**config.mk**
```make
export PLATFORM = sky130hd
export DESIGN_NAME = qs_sched
export DESIGN_NICKNAME = d
export VERILOG_FILES = /design/src/rtl/qs_sched_pkg.sv /design/src/rtl/qs_token_bucket.sv /design/src/rtl/qs_sched.sv
export SDC_FILE = /design/constraint.sdc
export NUM_CORES = 1
export LEC_CHECK = 0
export CAP_MARGIN = 5
export CORE_UTILIZATION = 49
export DETAILED_ROUTE_END_ITERATION = 12
export PLACE_DENSITY = 0.79
export SYNTH_ARGS = -nofsm -noshare
export SYNTH_HDL_FRONTEND = slang
export SYNTH_HIERARCHICAL = 1
export SYNTH_SLANG_ARGS = --single-unit
```
**constraint.sdc**
```tcl
create_clock -name clk -period 8.54 [get_ports clk]
set_input_delay 0.854 -clock clk [delete_from_list [all_inputs] [get_ports clk]]
set_output_delay 0.854 -clock clk [all_outputs]
set_load 0.005 [all_outputs]
```
**src/rtl/qs_sched_pkg.sv**
```systemverilog
// Shared definitions for the queue scheduler: FSM encoding, queue indices
// and the location of the token-cost field inside q2 metadata.
package qs_sched_pkg;
  typedef enum logic {ST_IDLE = 1'b0, ST_BUSY = 1'b1} state_e;

  localparam logic [1:0] Q_TSN_EVEN = 2'd0;
  localparam logic [1:0] Q_TSN_ODD  = 2'd1;
  localparam logic [1:0] Q_BR       = 2'd2;
  localparam logic [1:0] Q_BE       = 2'd3;

  localparam int MD_W    = 9;
  localparam int COST_HI = 19;
  localparam int COST_LO = 9;
  localparam int COST_W  = COST_HI - COST_LO + 1;
endpackage

```
**src/rtl/qs_token_bucket.sv**
```systemverilog
// Token bucket for the rate-limited queue: periodic tick, saturating refill,
// cost deduction on grant, and clamping whenever the bucket limit shrinks.
module qs_token_bucket
  import qs_sched_pkg::*;
#(
  parameter int TOKEN_W = 16
) (
  input  logic               clk,
  input  logic               rst_n,
  input  logic [7:0]         rate_i,
  input  logic [15:0]        period_i,
  input  logic [TOKEN_W-1:0] bmax_i,
  input  logic [COST_W-1:0]  cost_i,
  input  logic               consume_i,
  output logic               afford_o,
  output logic [TOKEN_W-1:0] tokens_o
);
  // Headroom so subtract-then-add never wraps before the saturation compare.
  localparam int EW = ((TOKEN_W > COST_W) ? TOKEN_W : COST_W) + 2;

  logic [15:0]        cnt_q, cnt_d, last;
  logic               tick;
  logic [EW-1:0]      tok_w, cost_w, sum_w;
  logic [TOKEN_W-1:0] tok_q, tok_d;

  // Period 0 behaves as period 1; >= keeps a shortened period from stalling.
  assign last  = (period_i == 16'd0) ? 16'd0 : period_i - 16'd1;
  assign tick  = (cnt_q >= last);
  assign cnt_d = tick ? 16'd0 : cnt_q + 16'd1;

  assign tok_w    = EW'(tok_q);
  assign cost_w   = EW'(cost_i);
  assign afford_o = (cost_i == '0) || (tok_w >= cost_w);
  assign tokens_o = tok_q;

  always_comb begin
    sum_w = tok_w - (consume_i ? cost_w : '0) + (tick ? EW'(rate_i) : '0);
    tok_d = (sum_w > EW'(bmax_i)) ? bmax_i : sum_w[TOKEN_W-1:0];
  end

  always_ff @(posedge clk or negedge rst_n) begin
    if (!rst_n) begin
      cnt_q <= '0;
      tok_q <= '0;
    end else begin
      cnt_q <= cnt_d;
      tok_q <= tok_d;
    end
  end
endmodule

```
**src/rtl/qs_sched.sv**
```systemverilog
// Four-queue egress scheduler: slot-gated TSN queue > token-bucket queue >
// best effort, one packet in flight until the transmit stage reports done.
module qs_sched
  import qs_sched_pkg::*;
#(
  parameter int TOKEN_W = 16
) (
  input  logic               clk,
  input  logic               rst_n,
  input  logic               in_time_slot_flag,
  input  logic [8:0]         q0_md,
  input  logic [8:0]         q1_md,
  input  logic [19:0]        q2_md,
  input  logic [8:0]         q3_md,
  input  logic               q0_empty,
  input  logic               q1_empty,
  input  logic               q2_empty,
  input  logic               q3_empty,
  output logic               q0_rd,
  output logic               q1_rd,
  output logic               q2_rd,
  output logic               q3_rd,
  output logic [8:0]         out_md,
  output logic [1:0]         out_qid,
  output logic               out_md_wr,
  input  logic               in_tx_done,
  input  logic [7:0]         cfg_token_rate,
  input  logic [15:0]        cfg_token_period,
  input  logic [TOKEN_W-1:0] cfg_bucket_max
);
  state_e            state_q;
  logic [3:0]        rd_q;
  logic              wr_q;
  logic [MD_W-1:0]   md_q;
  logic [1:0]        qid_q;

  logic              afford, tsn_ok, win_vld, consume;
  logic [1:0]        win_qid;
  logic [MD_W-1:0]   win_md;
  logic [TOKEN_W-1:0] tokens;

  // flag=1 serves q0, flag=0 serves q1; the other TSN queue is never eligible.
  always_comb begin
    tsn_ok  = in_time_slot_flag ? !q0_empty : !q1_empty;
    win_vld = 1'b1;
    win_qid = Q_BE;
    win_md  = q3_md;
    if (tsn_ok) begin
      win_qid = in_time_slot_flag ? Q_TSN_EVEN : Q_TSN_ODD;
      win_md  = in_time_slot_flag ? q0_md : q1_md;
    end else if (!q2_empty && afford) begin
      win_qid = Q_BR;
      win_md  = q2_md[MD_W-1:0];
    end else if (q3_empty) begin
      win_vld = 1'b0;
    end
  end

  assign consume = (state_q == ST_IDLE) && win_vld && (win_qid == Q_BR);

  qs_token_bucket #(.TOKEN_W(TOKEN_W)) u_bucket (
    .clk       (clk),
    .rst_n     (rst_n),
    .rate_i    (cfg_token_rate),
    .period_i  (cfg_token_period),
    .bmax_i    (cfg_bucket_max),
    .cost_i    (q2_md[COST_HI:COST_LO]),
    .consume_i (consume),
    .afford_o  (afford),
    .tokens_o  (tokens)
  );

  always_ff @(posedge clk or negedge rst_n) begin
    if (!rst_n) begin
      state_q <= ST_IDLE;
      rd_q    <= '0;
      wr_q    <= 1'b0;
      md_q    <= '0;
      qid_q   <= '0;
    end else begin
      rd_q <= '0;
      wr_q <= 1'b0;
      case (state_q)
        ST_IDLE: if (win_vld) begin
          state_q <= ST_BUSY;
          wr_q    <= 1'b1;
          rd_q    <= 4'b0001 << win_qid;
          md_q    <= win_md;
          qid_q   <= win_qid;
        end
        ST_BUSY: if (in_tx_done) state_q <= ST_IDLE;
        default: state_q <= ST_IDLE;
      endcase
    end
  end

  assign {q3_rd, q2_rd, q1_rd, q0_rd} = rd_q;
  assign out_md_wr = wr_q;
  assign out_md    = md_q;
  assign out_qid   = qid_q;
endmodule

```
==> flow_metrics.py <==
metrics = {
    "global_routing": {
        "antenna_found_initial": 0,
        "met1_usage": 0.290,
        "grt_pass1_wl_um": 19200,
        "grt_max_degree": 50,
        "grtUsageMet2": 0.410,
        "grt_usage": 0.232,
        "overflow": 0,
        "grt_busiest_layer": "met2",
        "globalRouteMet3Util": 0.0390,
        "grt_pass1_vias": 4326,
    },
    "synth": {
        "ys.flop_type": "dfrtp_1",
        "yosysTopAreaCell": "dfrtp_1",
        "synth_area_per_cell_sq_um": 8.83,
        "synth_area_leaders": "dfrtp_1 (25%), ha_1 (16%), xor2_1 (4.3%)",
        "postSynthCellCount": 559,
        "synthesis.area_sq_um": 4940,
        "ys_top_cells_by_count": "ha_1 (65), nor2_1 (51), dfrtp_1 (49), nand2_1 (49), inv_1 (44)",
        "synth-seq-cells": 49,
        "yosysTopAreaCellShare": 0.248,
        "synth.distinct_cells": 61,
        "synthArstFlopShare": 1.00,
        "yosysWarnings": 6,
        "yosysSeqAreaShare": 0.248,
        "syn_nets": 721,
        "synth-edff-count": 0,
        "synth.most_common_cell": "ha_1",
    },
    "sta": {
        "fmax_mhz": 123,
        "finalMaxSlewViolations": 0,
        "finalHoldViolations": 0,
        "rsz0062_at_grt": "false",
        "clock_skew_ps": 7.22,
        "setup_slack_ps": 423,
        "min_period_over_period": 0.950,
        "max_slew_margin": 0.270,
        "setup_viol": 0,
        "tightest_slew_ps": 1090,
        "tns_ps": 0,
        "whs_ps": 478,
        "fin_crit_ps": 8120,
    },
    "pwr": {
        "powerDensity_nw_per_um2": 257,
        "total_leakage_power_uw": 0.00292,
        "ir_worst_vdd_uv": 234,
        "total_power_uw": 1600,
    },
    "status": {
        "run_status": "finished clean",
    },
    "setup_path": {
        "worst-r2r-setup-slack_ps": 1320,
        "startpoint_type": "primary input",
        "cp-end-kind": "flip-flop",
        "slowest_delay_ps": 610,
        "arrival_ps": 8320,
        "crit_fanout": 16,
        "cp_slowest_cell": "or4_4",
        "reg2reg_to": "u_bucket/tokens_o[7]",
        "cp_common_cell": "a21o_1",
        "reg2reg_from": "u_bucket/tokens_o[0]",
        "reg2reg_depth": 36,
        "crit_type": "primary input to flip-flop",
        "cp.required_ps": 8740,
    },
    "detailed_routing": {
        "postRouteAntennaNets": 0,
        "wl_per_cell_um": 14.8,
        "first_pass_iters": 5,
        "via_per_inst": 5.50,
        "drtIter0Drc": 180,
        "drc": 0,
        "vias": 4409,
        "wirelength_um": 11900,
    },
    "clock_tree": {
        "cts_sinks": 49,
        "cts_setup_buffers": 0,
        "cts_made_buffers": 5,
        "cts.hold.buffers_added": 0,
        "clockBufferDepth": 2,
        "cts_resized": 0,
        "tritoncts": "done",
        "clock_latency_ps": 310,
        "clk_pin_slew_ps": 90,
        "cts-htree-levels": 2,
        "cts_root_buf": "clkbuf_8",
    },
    "floorplanning": {
        "fp-row-count": 36,
        "die_area_sq_um": 10500,
        "ioPinCount": 111,
        "die_w_um": 102,
        "coreArea_sq_um": 9770,
        "initial_core_util": 0.505,
        "die_height_um": 102,
    },
    "final_layout": {
        "fin_nets": 829,
        "syn2layout_area_growth_pct": 26.4,
        "instances_no_fill": 801,
        "n_fill_cell": 788,
        "drive_above_1_share": 0.0943,
        "diodes": 0,
    },
    "placed_design": {
        "pre_cts_ws_ps": -109,
        "dp.cells": 793,
        "port-buffer-count": 110,
        "place_hpwl_um": 9710,
        "gp_congestion": 0.920,
    },
    "worst_hold_path": {
        "hp-class": "flip-flop to flip-flop",
        "hold_start": "out_md[2]",
        "hold_depth": 2,
        "whs_endpoint": "out_md[2]",
    },
    "run": {
        "cap_violations": 0,
    },
}
## final cells by class
cell class                      instances  area [sq um]  area share
Sequential cell                        49          1230       0.196
Tap cell                              133           166      0.0267
Clock inverter                          1          5.00    0.000802
Clock buffer                            7          96.3      0.0154
Multi-Input combinational cell        451          3440       0.551
Timing Repair Buffer                  116          1140       0.183
Inverter                               44           165      0.0265
## cell families (layout without fill, tap and decap cells)
logic type / Yosys count / after routing / share of synthesized area
fa+ha+maj: 67 / 67 / 0.173
xor+xnor: 46 / 46 / 0.0816
simple gates: 183 / 183 / 0.182
mux: 36 / 36 / 0.0869
compound gates: 119 / 119 / 0.168
buf+inv: 59 / 168 / 0.0598
flops: 49 / 49 / 0.248
## worst max-delay path by stage
stage               depth (start not counted)                start                    end  slack [ps]
floorplan                                  32  cfg_token_period[5]  u_bucket/tokens_o[10]         810
global placement                           31  cfg_token_period[5]   u_bucket/tokens_o[5]         300
detailed placement                         31  cfg_token_period[5]   u_bucket/tokens_o[2]        -110
CTS                                        31  cfg_token_period[5]  u_bucket/tokens_o[14]         120
global route                               33  cfg_token_period[3]  u_bucket/tokens_o[14]           3
finish                                     33  cfg_token_period[5]   u_bucket/tokens_o[7]         420
## metrics by stage
stage                      util  instance area (sq um)
final                     0.639                   6240
after global routing      0.639                   6240
after CTS                 0.636                   6220
after detailed placement  0.626                   6110
after global placement    0.626                   6110
after floorplan               -                   4940
## per-layer routing
metal	wire [um]	up-vias	share of wire
li1	-	2191	-
met4	180	0	0.015
met2	5710	136	0.48
met1	5350	2062	0.45
met3	650	20	0.055
met5	0	-	0
## cells in the final DEF, fill, tap and decap left out, drive strengths merged, types with 3 or more instances in the layout
cell type        n
mux2            25
o211ai           3
ha              65
nor3            13
dfrtp           49
nand2b           8
buf              7
a31oi            3
and3             5
xnor2           22
nor2            51
or4              3
clkdlybuf4s50  109
o21a             6
nand4            6
and2            10
xor2            24
a21oi           34
nor2b            3
nand3           14
a211oi           4
o21ai           27
o31a             3
clkbuf           7
a21o            24
nor4             9
inv             44
nand2           49
mux2i           11
## critical path, delay by kind of cell
family	cells	cell delay [ps]
simple gates	10	1900
mux	1	380
buf+inv	1	460
compound gates	17	3600
fa+ha+maj	3	870
xor+xnor	1	250
## power breakdown
part           internal, uW  total, uW  switching [uW]
Clock                  73.3        151            77.7
Sequential              303        374            71.0
Combinational           541       1080             536
Total                   918       1600             685
## sequential cells by signal (all words and copies together) (netlist names)
register and cells:
u_bucket/cnt_q 16, out_qid 2, u_bucket/tokens_o 16, out_md 9, state_q 1, rd_q 4
out_md_wr 1
No activity file was read; power rests on OpenSTA's default activity.
